[src/rtl/alu_arb_pkg.sv]
// Shared types for the two-requester ALU arbiter: operation encoding and requester ids.
package alu_arb_pkg;

  typedef enum logic {
    ALU_ADD = 1'b0,
    ALU_SUB = 1'b1
  } alu_op_e;

  typedef logic req_id_t;

  localparam req_id_t REQ0 = 1'b0;
  localparam req_id_t REQ1 = 1'b1;

endpackage

[src/rtl/alu_arbiter_if.sv]
// Handshake bundle between two requesters, the arbiter and the result consumer.
// master = requesters/consumer side, slave = arbiter side.
interface alu_arbiter_if #(
  parameter int DATA_WIDTH = 12
);
  import alu_arb_pkg::*;

  logic                  req0_valid;
  logic                  req0_ready;
  logic [DATA_WIDTH-1:0] req0_op1;
  logic [DATA_WIDTH-1:0] req0_op2;
  logic                  req0_sub;

  logic                  req1_valid;
  logic                  req1_ready;
  logic [DATA_WIDTH-1:0] req1_op1;
  logic [DATA_WIDTH-1:0] req1_op2;
  logic                  req1_sub;

  logic                  rsp_valid;
  logic                  rsp_ready;
  req_id_t               rsp_id;
  logic [DATA_WIDTH-1:0] rsp_data;
  logic                  rsp_eq;

  modport master (
    output req0_valid, req0_op1, req0_op2, req0_sub,
    output req1_valid, req1_op1, req1_op2, req1_sub,
    output rsp_ready,
    input  req0_ready, req1_ready,
    input  rsp_valid, rsp_id, rsp_data, rsp_eq
  );

  modport slave (
    input  req0_valid, req0_op1, req0_op2, req0_sub,
    input  req1_valid, req1_op1, req1_op2, req1_sub,
    input  rsp_ready,
    output req0_ready, req1_ready,
    output rsp_valid, rsp_id, rsp_data, rsp_eq
  );

endinterface

[src/rtl/alu_arbiter_alu_core.sv]
// Combinational add/subtract (modulo 2^DATA_WIDTH) plus operand equality.
// Zero latency, no flow control.
module alu_core
  import alu_arb_pkg::*;
#(
  parameter int DATA_WIDTH = 12
) (
  input  logic [DATA_WIDTH-1:0] op1,
  input  logic [DATA_WIDTH-1:0] op2,
  input  alu_op_e               op,
  output logic [DATA_WIDTH-1:0] result,
  output logic                  eq
);

  always_comb begin
    result = (op == ALU_SUB) ? (op1 - op2) : (op1 + op2);
    eq     = (op1 == op2);
  end

endmodule

[src/rtl/alu_arbiter.sv]
// Round-robin share of one ALU between two valid/ready requesters; 1-cycle latency into a
// single-entry result register, stalls both requesters while a result waits. Option: ALU_ARB_STATS_EN.
module alu_arbiter
  import alu_arb_pkg::*;
#(
  parameter int DATA_WIDTH = 12,
  parameter int STAT_WIDTH = 16
) (
  input  logic                  clk,
  input  logic                  rst,
  alu_arbiter_if.slave          bus
`ifdef ALU_ARB_STATS_EN
  ,
  output logic [STAT_WIDTH-1:0] grant_cnt0,
  output logic [STAT_WIDTH-1:0] grant_cnt1
`endif
);

  req_id_t               last_grant;
  req_id_t               gnt_id;
  logic                  gnt_any;
  logic                  can_accept;
  logic                  xfer;

  logic                  rsp_valid_q;
  req_id_t               rsp_id_q;
  logic [DATA_WIDTH-1:0] rsp_data_q;
  logic                  rsp_eq_q;

  logic [DATA_WIDTH-1:0] sel_op1;
  logic [DATA_WIDTH-1:0] sel_op2;
  logic                  sel_sub;
  logic [DATA_WIDTH-1:0] alu_result;
  logic                  alu_eq;

  // The result slot is free either when empty or when it drains this very cycle.
  assign can_accept = !rsp_valid_q || bus.rsp_ready;

  always_comb begin
    gnt_any = bus.req0_valid || bus.req1_valid;
    if (bus.req0_valid && bus.req1_valid)
      gnt_id = (last_grant == REQ0) ? REQ1 : REQ0;
    else if (bus.req1_valid)
      gnt_id = REQ1;
    else
      gnt_id = REQ0;
  end

  assign xfer           = gnt_any && can_accept && !rst;
  assign bus.req0_ready = xfer && (gnt_id == REQ0);
  assign bus.req1_ready = xfer && (gnt_id == REQ1);

  assign sel_op1 = (gnt_id == REQ1) ? bus.req1_op1 : bus.req0_op1;
  assign sel_op2 = (gnt_id == REQ1) ? bus.req1_op2 : bus.req0_op2;
  assign sel_sub = (gnt_id == REQ1) ? bus.req1_sub : bus.req0_sub;

  alu_core #(
    .DATA_WIDTH(DATA_WIDTH)
  ) u_alu_core (
    .op1   (sel_op1),
    .op2   (sel_op2),
    .op    (alu_op_e'(sel_sub)),
    .result(alu_result),
    .eq    (alu_eq)
  );

  // last_grant resets to REQ1 so requester 0 wins the first tie.
  always_ff @(posedge clk) begin
    if (rst) begin
      rsp_valid_q <= 1'b0;
      rsp_id_q    <= REQ0;
      rsp_data_q  <= '0;
      rsp_eq_q    <= 1'b0;
      last_grant  <= REQ1;
    end else if (xfer) begin
      rsp_valid_q <= 1'b1;
      rsp_id_q    <= gnt_id;
      rsp_data_q  <= alu_result;
      rsp_eq_q    <= alu_eq;
      last_grant  <= gnt_id;
    end else if (rsp_valid_q && bus.rsp_ready) begin
      rsp_valid_q <= 1'b0;
    end
  end

  assign bus.rsp_valid = rsp_valid_q;
  assign bus.rsp_id    = rsp_id_q;
  assign bus.rsp_data  = rsp_data_q;
  assign bus.rsp_eq    = rsp_eq_q;

`ifdef ALU_ARB_STATS_EN
  always_ff @(posedge clk) begin
    if (rst) begin
      grant_cnt0 <= '0;
      grant_cnt1 <= '0;
    end else begin
      if (bus.req0_ready && bus.req0_valid && (grant_cnt0 != '1))
        grant_cnt0 <= grant_cnt0 + STAT_WIDTH'(1);
      if (bus.req1_ready && bus.req1_valid && (grant_cnt1 != '1))
        grant_cnt1 <= grant_cnt1 + STAT_WIDTH'(1);
    end
  end
`endif

endmodule

[src/flat_wrapper.sv]
// flat-port wrapper written by rule: the top's interface ports become plain ports
module alu_arbiter_flat import alu_arb_pkg::*;
#(
  parameter int DATA_WIDTH = 12,
  parameter int STAT_WIDTH = 16
)
  (clk, rst, bus_req0_valid, bus_req0_op1, bus_req0_op2, bus_req0_sub, bus_req1_valid, bus_req1_op1, bus_req1_op2, bus_req1_sub, bus_rsp_ready, bus_req0_ready, bus_req1_ready, bus_rsp_valid, bus_rsp_id, bus_rsp_data, bus_rsp_eq);
  alu_arbiter_if #(.DATA_WIDTH(DATA_WIDTH)) bus_i ();
  input  logic clk;
  input  logic rst;
  input wire logic [$bits(bus_i.req0_valid)-1:0] bus_req0_valid;
  input wire logic [$bits(bus_i.req0_op1)-1:0] bus_req0_op1;
  input wire logic [$bits(bus_i.req0_op2)-1:0] bus_req0_op2;
  input wire logic [$bits(bus_i.req0_sub)-1:0] bus_req0_sub;
  input wire logic [$bits(bus_i.req1_valid)-1:0] bus_req1_valid;
  input wire logic [$bits(bus_i.req1_op1)-1:0] bus_req1_op1;
  input wire logic [$bits(bus_i.req1_op2)-1:0] bus_req1_op2;
  input wire logic [$bits(bus_i.req1_sub)-1:0] bus_req1_sub;
  input wire logic [$bits(bus_i.rsp_ready)-1:0] bus_rsp_ready;
  output wire logic [$bits(bus_i.req0_ready)-1:0] bus_req0_ready;
  output wire logic [$bits(bus_i.req1_ready)-1:0] bus_req1_ready;
  output wire logic [$bits(bus_i.rsp_valid)-1:0] bus_rsp_valid;
  output wire logic [$bits(bus_i.rsp_id)-1:0] bus_rsp_id;
  output wire logic [$bits(bus_i.rsp_data)-1:0] bus_rsp_data;
  output wire logic [$bits(bus_i.rsp_eq)-1:0] bus_rsp_eq;
  assign bus_i.req0_valid = bus_req0_valid;
  assign bus_i.req0_op1 = bus_req0_op1;
  assign bus_i.req0_op2 = bus_req0_op2;
  assign bus_i.req0_sub = bus_req0_sub;
  assign bus_i.req1_valid = bus_req1_valid;
  assign bus_i.req1_op1 = bus_req1_op1;
  assign bus_i.req1_op2 = bus_req1_op2;
  assign bus_i.req1_sub = bus_req1_sub;
  assign bus_i.rsp_ready = bus_rsp_ready;
  assign bus_req0_ready = bus_i.req0_ready;
  assign bus_req1_ready = bus_i.req1_ready;
  assign bus_rsp_valid = bus_i.rsp_valid;
  assign bus_rsp_id = bus_i.rsp_id;
  assign bus_rsp_data = bus_i.rsp_data;
  assign bus_rsp_eq = bus_i.rsp_eq;
  alu_arbiter #(.DATA_WIDTH(DATA_WIDTH), .STAT_WIDTH(STAT_WIDTH)) u_core (.clk(clk), .rst(rst), .bus(bus_i));
endmodule
[config.mk]
export PLATFORM = sky130hd
export DESIGN_NAME = alu_arbiter_flat
export DESIGN_NICKNAME = d
export VERILOG_FILES = /design/src/rtl/alu_arb_pkg.sv /design/src/rtl/alu_arbiter_if.sv /design/src/rtl/alu_arbiter_alu_core.sv /design/src/rtl/alu_arbiter.sv /design/src/flat_wrapper.sv
export SDC_FILE = /design/constraint.sdc
export NUM_CORES = 1
export LEC_CHECK = 0
export BUFFER_PORTS_ARGS = -buffer_cell sky130_fd_sc_hd__buf_4
export CAP_MARGIN = 20
export CELL_PAD_IN_SITES_DETAIL_PLACEMENT = 1
export CELL_PAD_IN_SITES_GLOBAL_PLACEMENT = 1
export CORE_UTILIZATION = 38
export CTS_CLUSTER_SIZE = 12
export DETAILED_ROUTE_END_ITERATION = 16
export PLACE_DENSITY = 0.83
export SLEW_MARGIN = 25
export SYNTH_ARGS = -nofsm -noshare
export SYNTH_HDL_FRONTEND = slang
export SYNTH_SLANG_ARGS = --single-unit
[constraint.sdc]
create_clock -name clk -period 7.1 [get_ports clk]
set_input_delay 0.355 -clock clk [delete_from_list [all_inputs] [get_ports clk]]
set_output_delay 0.355 -clock clk [all_outputs]
set_load 0.05 [all_outputs]
# == Word-level counts from Yosys, hierarchy flattened ==
# Cells that the tools add are included.
# word_totals
reg_bits,16
out_inout_bits,17
elab_cells,29
# op_classes
addsub,2
eq_ne,1
n_bitwise,1
reduce_logical,11
n_mux,9
# op_table
cell,n
$mux 12,3
$add 12x12->12,1
$eq 12x12->1,1
$sub 12x12->12,1
$logic_and 1x1->1,6
$mux 1,6
$logic_not 1->1,2
$logic_or 1x1->1,2
$reduce_bool 2->1,1
$not 1->1,1

# == Longest topological paths before layout ==
# depth
depth_word,5
ltp_mapped,13
ltp_nobuf,11

# == By module ==
# Synthesis repeated with hierarchy kept, for this count alone.
# hier_totals
cells_unflattened,236
hier_area_um2,2045.7
# by_module_without_submodules
module,cells_per_inst,area_each_um2,n_inst
alu_core,151,1043.5,1
alu_arbiter,85,1002.2,1

# == Least setup slack after synthesis ==
# Ideal clock, no wire load.
# synth_path
kind,input-to-reg
startpoint,input port bus_req1_valid
endpoint,register u_core.rsp_data_q[10] (netlist: u_core.bus.rsp_data[10])
setup_slack_ps,3367
setup_ps,63
cell_stages,13
arrival_ps,3670
cell_sequence,a21boi_2 -> clkbuf_1 -> clkbuf_1 -> mux2_2 -> ha_1 -> buf_6 -> nor2_2 -> o21a_1 -> o31a_1 -> o41a_1 -> a221o_1 -> or4_1 -> nand3_1
# synth_between
elab_chain_len,5
elab_cells_between_ends,12
cone_classes,add/sub: 2; mux: 6; reduce/logical: 4
# synth_lines
element,line,text
"start, declared",flat_wrapper.sv:15,input wire logic [$bits(bus_i.req1_valid)-1:0] bus_req1_valid;
$mux 1 or $logic_and 1x1->1 (tied branches),"alu_arbiter.sv:43, alu_arbiter.sv:41",
$mux 1,alu_arbiter.sv:41,if (bus.req0_valid && bus.req1_valid)
"$mux 12, on equally long branches","alu_arbiter.sv:53, alu_arbiter.sv:54",
$add 12x12->12 or $sub 12x12->12 (tied branches),alu_arbiter_alu_core.sv:16,result = (op == ALU_SUB) ? (op1 - op2) : (op1 + op2);
$mux 12,alu_arbiter_alu_core.sv:16,
"end signal, assigned",alu_arbiter.sv:78,rsp_data_q <= alu_result;
"end, declared",alu_arbiter.sv:27,logic [DATA_WIDTH-1:0] rsp_data_q;
# Parallel ways exist; a longest one is shown, timed or not.
# A chain may end at the register's enable or synchronous reset.

# == Worst setup path after layout ==
# layout_path
startpoint,register u_core.last_grant
endpoint,register u_core.rsp_data_q[10] (netlist: u_core.bus.rsp_data[10])
# layout_between
elab_chain_len,5
elab_cells_between_ends,8
cone_classes,add/sub: 2; mux: 6
# layout_lines
element,line,text
"start, declared",alu_arbiter.sv:19,req_id_t last_grant;
"start signal, assigned",alu_arbiter.sv:80,last_grant <= gnt_id;
$mux 1 *,alu_arbiter.sv:42,gnt_id = (last_grant == REQ0) ? REQ1 : REQ0;
$mux 1 *,alu_arbiter.sv:41,
"$mux 12, on equally long branches","alu_arbiter.sv:53, alu_arbiter.sv:54",
$add 12x12->12 or $sub 12x12->12 (tied branches),alu_arbiter_alu_core.sv:16,
$mux 12 *,alu_arbiter_alu_core.sv:16,
# Mark *: on every way between the ends. The rest lies on a longest branch, timed or not.

==> results.py <==
metrics = {
    "run_status": {
        "status": "finished clean",
    },
    "synth": {
        "yosysUniqueCellTypes": 47,
        "syn_inst": 241,
        "synth_common_cells": "23 x a21oi_1, 22 x mux2_2, 21 x ha_1, 18 x inv_1, 17 x nand2_1",
        "synth.most_common_cell": "a21oi_1",
        "synthFlopType": "dfxtp_1",
        "yosysSeqAreaShare_pct": 17.0,
        "synth_edf_count": 0,
        "synth_fp_nets": 319,
        "ys_async_sr_fraction_pct": 0,
        "syn_area_sq_um": 1880,
        "ys_ff_latch": 16,
        "synth_top_cell_by_area": "dfxtp_1",
        "avgSynthCellArea_sq_um": 7.80,
        "synth.top_cell.area_share_pct": 17.0,
        "yosys_warnings": 0,
        "synth_area_leaders": "dfxtp_1 17%, ha_1 14%, mux2_2 13%, a21oi_1 6.1%, o21ai_0 4.3%",
    },
    "clock_tree": {
        "clkTransAtPathRegs_ns": 0.06,
        "htree_num_levels": 1,
        "cts.sinks": 16,
        "ctsHoldBuffers": 0,
        "postCtsSetupBuffers": 0,
        "numCtsBuffers": 3,
        "clockRootBuffer": "clkbuf_8",
        "cts_resized": 0,
        "cts_buffer_depth": 2,
        "clkLatencyLatePin_ns": 0.24,
        "cts_tree": "done",
    },
    "sta": {
        "finClkSkew_ns": 0.00199,
        "tightest_slew_ns": 0.611,
        "period_share_pct": 49.2,
        "setup_tns_ns": 0,
        "period_needed_ns": 3.49,
        "max_freq_ghz": 0.286,
        "rsz0062_at_grt": "false",
        "drv_slew": 0,
        "maxSlewHeadroom_pct": 59.3,
        "setup_violations": 0,
        "hold_violations": 0,
    },
    "cells_and_area": {
        "fill_cells": 635,
        "design_area_sq_um": 2530,
        "diodes": 0,
        "drive_gt1_share_pct": 34.3,
        "syn_to_final_growth_pct": 34.3,
        "nNetsFinal": 385,
    },
    "global_route": {
        "antenna_found_initial": 0,
        "grt_first_pass_wirelength_um": 9030,
        "grt_pass1_vias": 2029,
        "grt_usage_pct": 21.4,
        "grt_overflow": 0,
        "grt_max_degree": 33,
    },
    "route": {
        "ant_nets": 0,
        "vias_per_cell": 5.35,
        "dr.first_iter.drc_count": 74,
        "drc": 0,
        "drt_first_pass_iters": 4,
        "routed_wl_um": 5380,
        "vias": 1994,
        "wire_per_inst_um": 14.4,
    },
    "pwr": {
        "ir_worst_vdd_mv": 0.0701,
        "p_total_uw": 460,
        "power_density_nw_per_um2": 182,
        "p_leak_uw": 0.00116,
    },
    "placement": {
        "hpwl_um": 4430,
        "place.gp.congestion": 0.784,
        "placed_cell_area_sq_um": 2470,
        "port_buffers": 71,
    },
    "setup_path": {
        "path_max_fanout": 32,
        "worst_setup_path_end_kind": "flop",
        "path_class": "flop to flop",
        "cp_slowest_cell": "or4_1",
        "worst_setup_path_start_kind": "flop",
        "slowest_delay_ns": 0.51,
        "crit_required_ns": 7.28,
        "r2r_setup_slack_ns": 3.61,
        "crit_arrival_ns": 3.68,
        "crit_chain": "a21boi_4, buf_4, mux2_2, ha_1, nor2_2, o21a_1, o31a_1, o41a_1, a221o_1, or4_1, nand3_1",
        "worst-path-buf-inv": 1,
        "cp_top_family": "compound AO/OA/AOI/OAI gates",
    },
    "floorplanning": {
        "dieHeight_um": 72.3,
        "start_util_pct": 39.6,
        "dieArea_sq_um": 5230,
        "fp.dieW_um": 72.3,
        "coreArea_sq_um": 4750,
        "rows": 25,
        "ioPinCount": 72,
    },
    "hold_path": {
        "hp-class": "input pin to flop",
    },
    "job": {
        "drv_cap": 0,
    },
}
==> final timing paths <==
path                                                     startpoint                                   end  cells past startpoint
worst min register to register  u_core.bus.rsp_data[4]$_SDFFE_PP0P_   u_core.bus.rsp_data[4]$_SDFFE_PP0P_                      2
worst max-delay path                 u_core.last_grant$_SDFFE_PP1P_  u_core.bus.rsp_data[10]$_SDFFE_PP0P_                     11
worst max register to register       u_core.last_grant$_SDFFE_PP1P_  u_core.bus.rsp_data[10]$_SDFFE_PP0P_                     11
worst min-delay path                                            rst   u_core.bus.rsp_data[4]$_SDFFE_PP0P_                      2
==> where the power goes <==
part	internal [uW]	switching (uW)	total, uW
Sequential	103	7.21	110
Clock	49.1	30.1	79.2
Combinational	112	160	271
==> metal layers <==
layer | global-route usage, % | wire, um | up-vias
met2 | 38.7 | 2680 | 49
met4 | 5.23 | 51 | 0
met5 | 0 | 0 | -
met1 | 27.5 | 2460 | 947
li1 | - | - | 994
met3 | 1.25 | 182 | 4
==> worst register-to-register path, cell delays in order, from the launching register on <==
cell and delay [ns]:
dfxtp_1 0.34, a21boi_4 0.12, buf_4 0.37, mux2_2 0.41
ha_1 0.44, nor2_2 0.07, o21a_1 0.18, o31a_1 0.25
o41a_1 0.34, a221o_1 0.32, or4_1 0.51, nand3_1 0.09
==> layout by cell type, fill, tap and decap left out, types with 6 or more instances in the layout <==
cell type and instances:
a211oi_1 6, a21oi_1 23, buf_4 74, dfxtp_1 16, ha_1 21, inv_1 18, mux2_2 22, nand2_1 17
nor2_1 16, nor3_1 7, o21ai_0 16, xnor2_1 7
==> per-stage QoR <==
stage / instances / util [%] / hold WS [ns] / setup WS [ns]
6_report: 373 / 53.1 / 0.395 / 3.61
3_3_place_gp: 369 / 52.0 / 0.443 / 3.52
5_1_grt: 373 / 53.1 / 0.414 / 3.48
3_5_place_dp: 369 / 52.0 / 0.446 / 3.44
4_1_cts: 373 / 53.1 / 0.393 / 3.60
2_1_floorplan: 241 / - / 0.455 / 3.37
==> layout make-up <==
| cell class | instances | area (sq um) | share of cell area [%] |
|---|---|---|---|
| clock buffers | 4 | 55.1 | 2.18 |
| inverters | 18 | 67.6 | 2.67 |
| multi-input cells | 194 | 1440 | 57.2 |
| flip-flops and latches | 16 | 320 | 12.7 |
| well taps | 67 | 83.8 | 3.32 |
| repair buffers | 74 | 556 | 22.0 |
==> flip-flops by register name, indices dropped and copies added (netlist names) <==
register	cells
u_core.bus.rsp_data	12
u_core.bus.rsp_eq	1
u_core.bus.rsp_id	1
u_core.bus.rsp_valid	1
u_core.last_grant	1
==> kinds of logic (layout without fill, tap and decap cells) <==
kind of cell / count (synthesis) / after routing / synth area share (%)
flops: 16 / 16 / 17.0
compound gates: 70 / 70 / 23.6
xor+xnor: 9 / 9 / 4.19
mux: 25 / 25 / 14.8
buf+inv: 31 / 96 / 6.59
fa+ha+maj: 23 / 23 / 16.1
simple gates: 67 / 67 / 17.8
No activity file was read; power rests on OpenSTA's default activity.
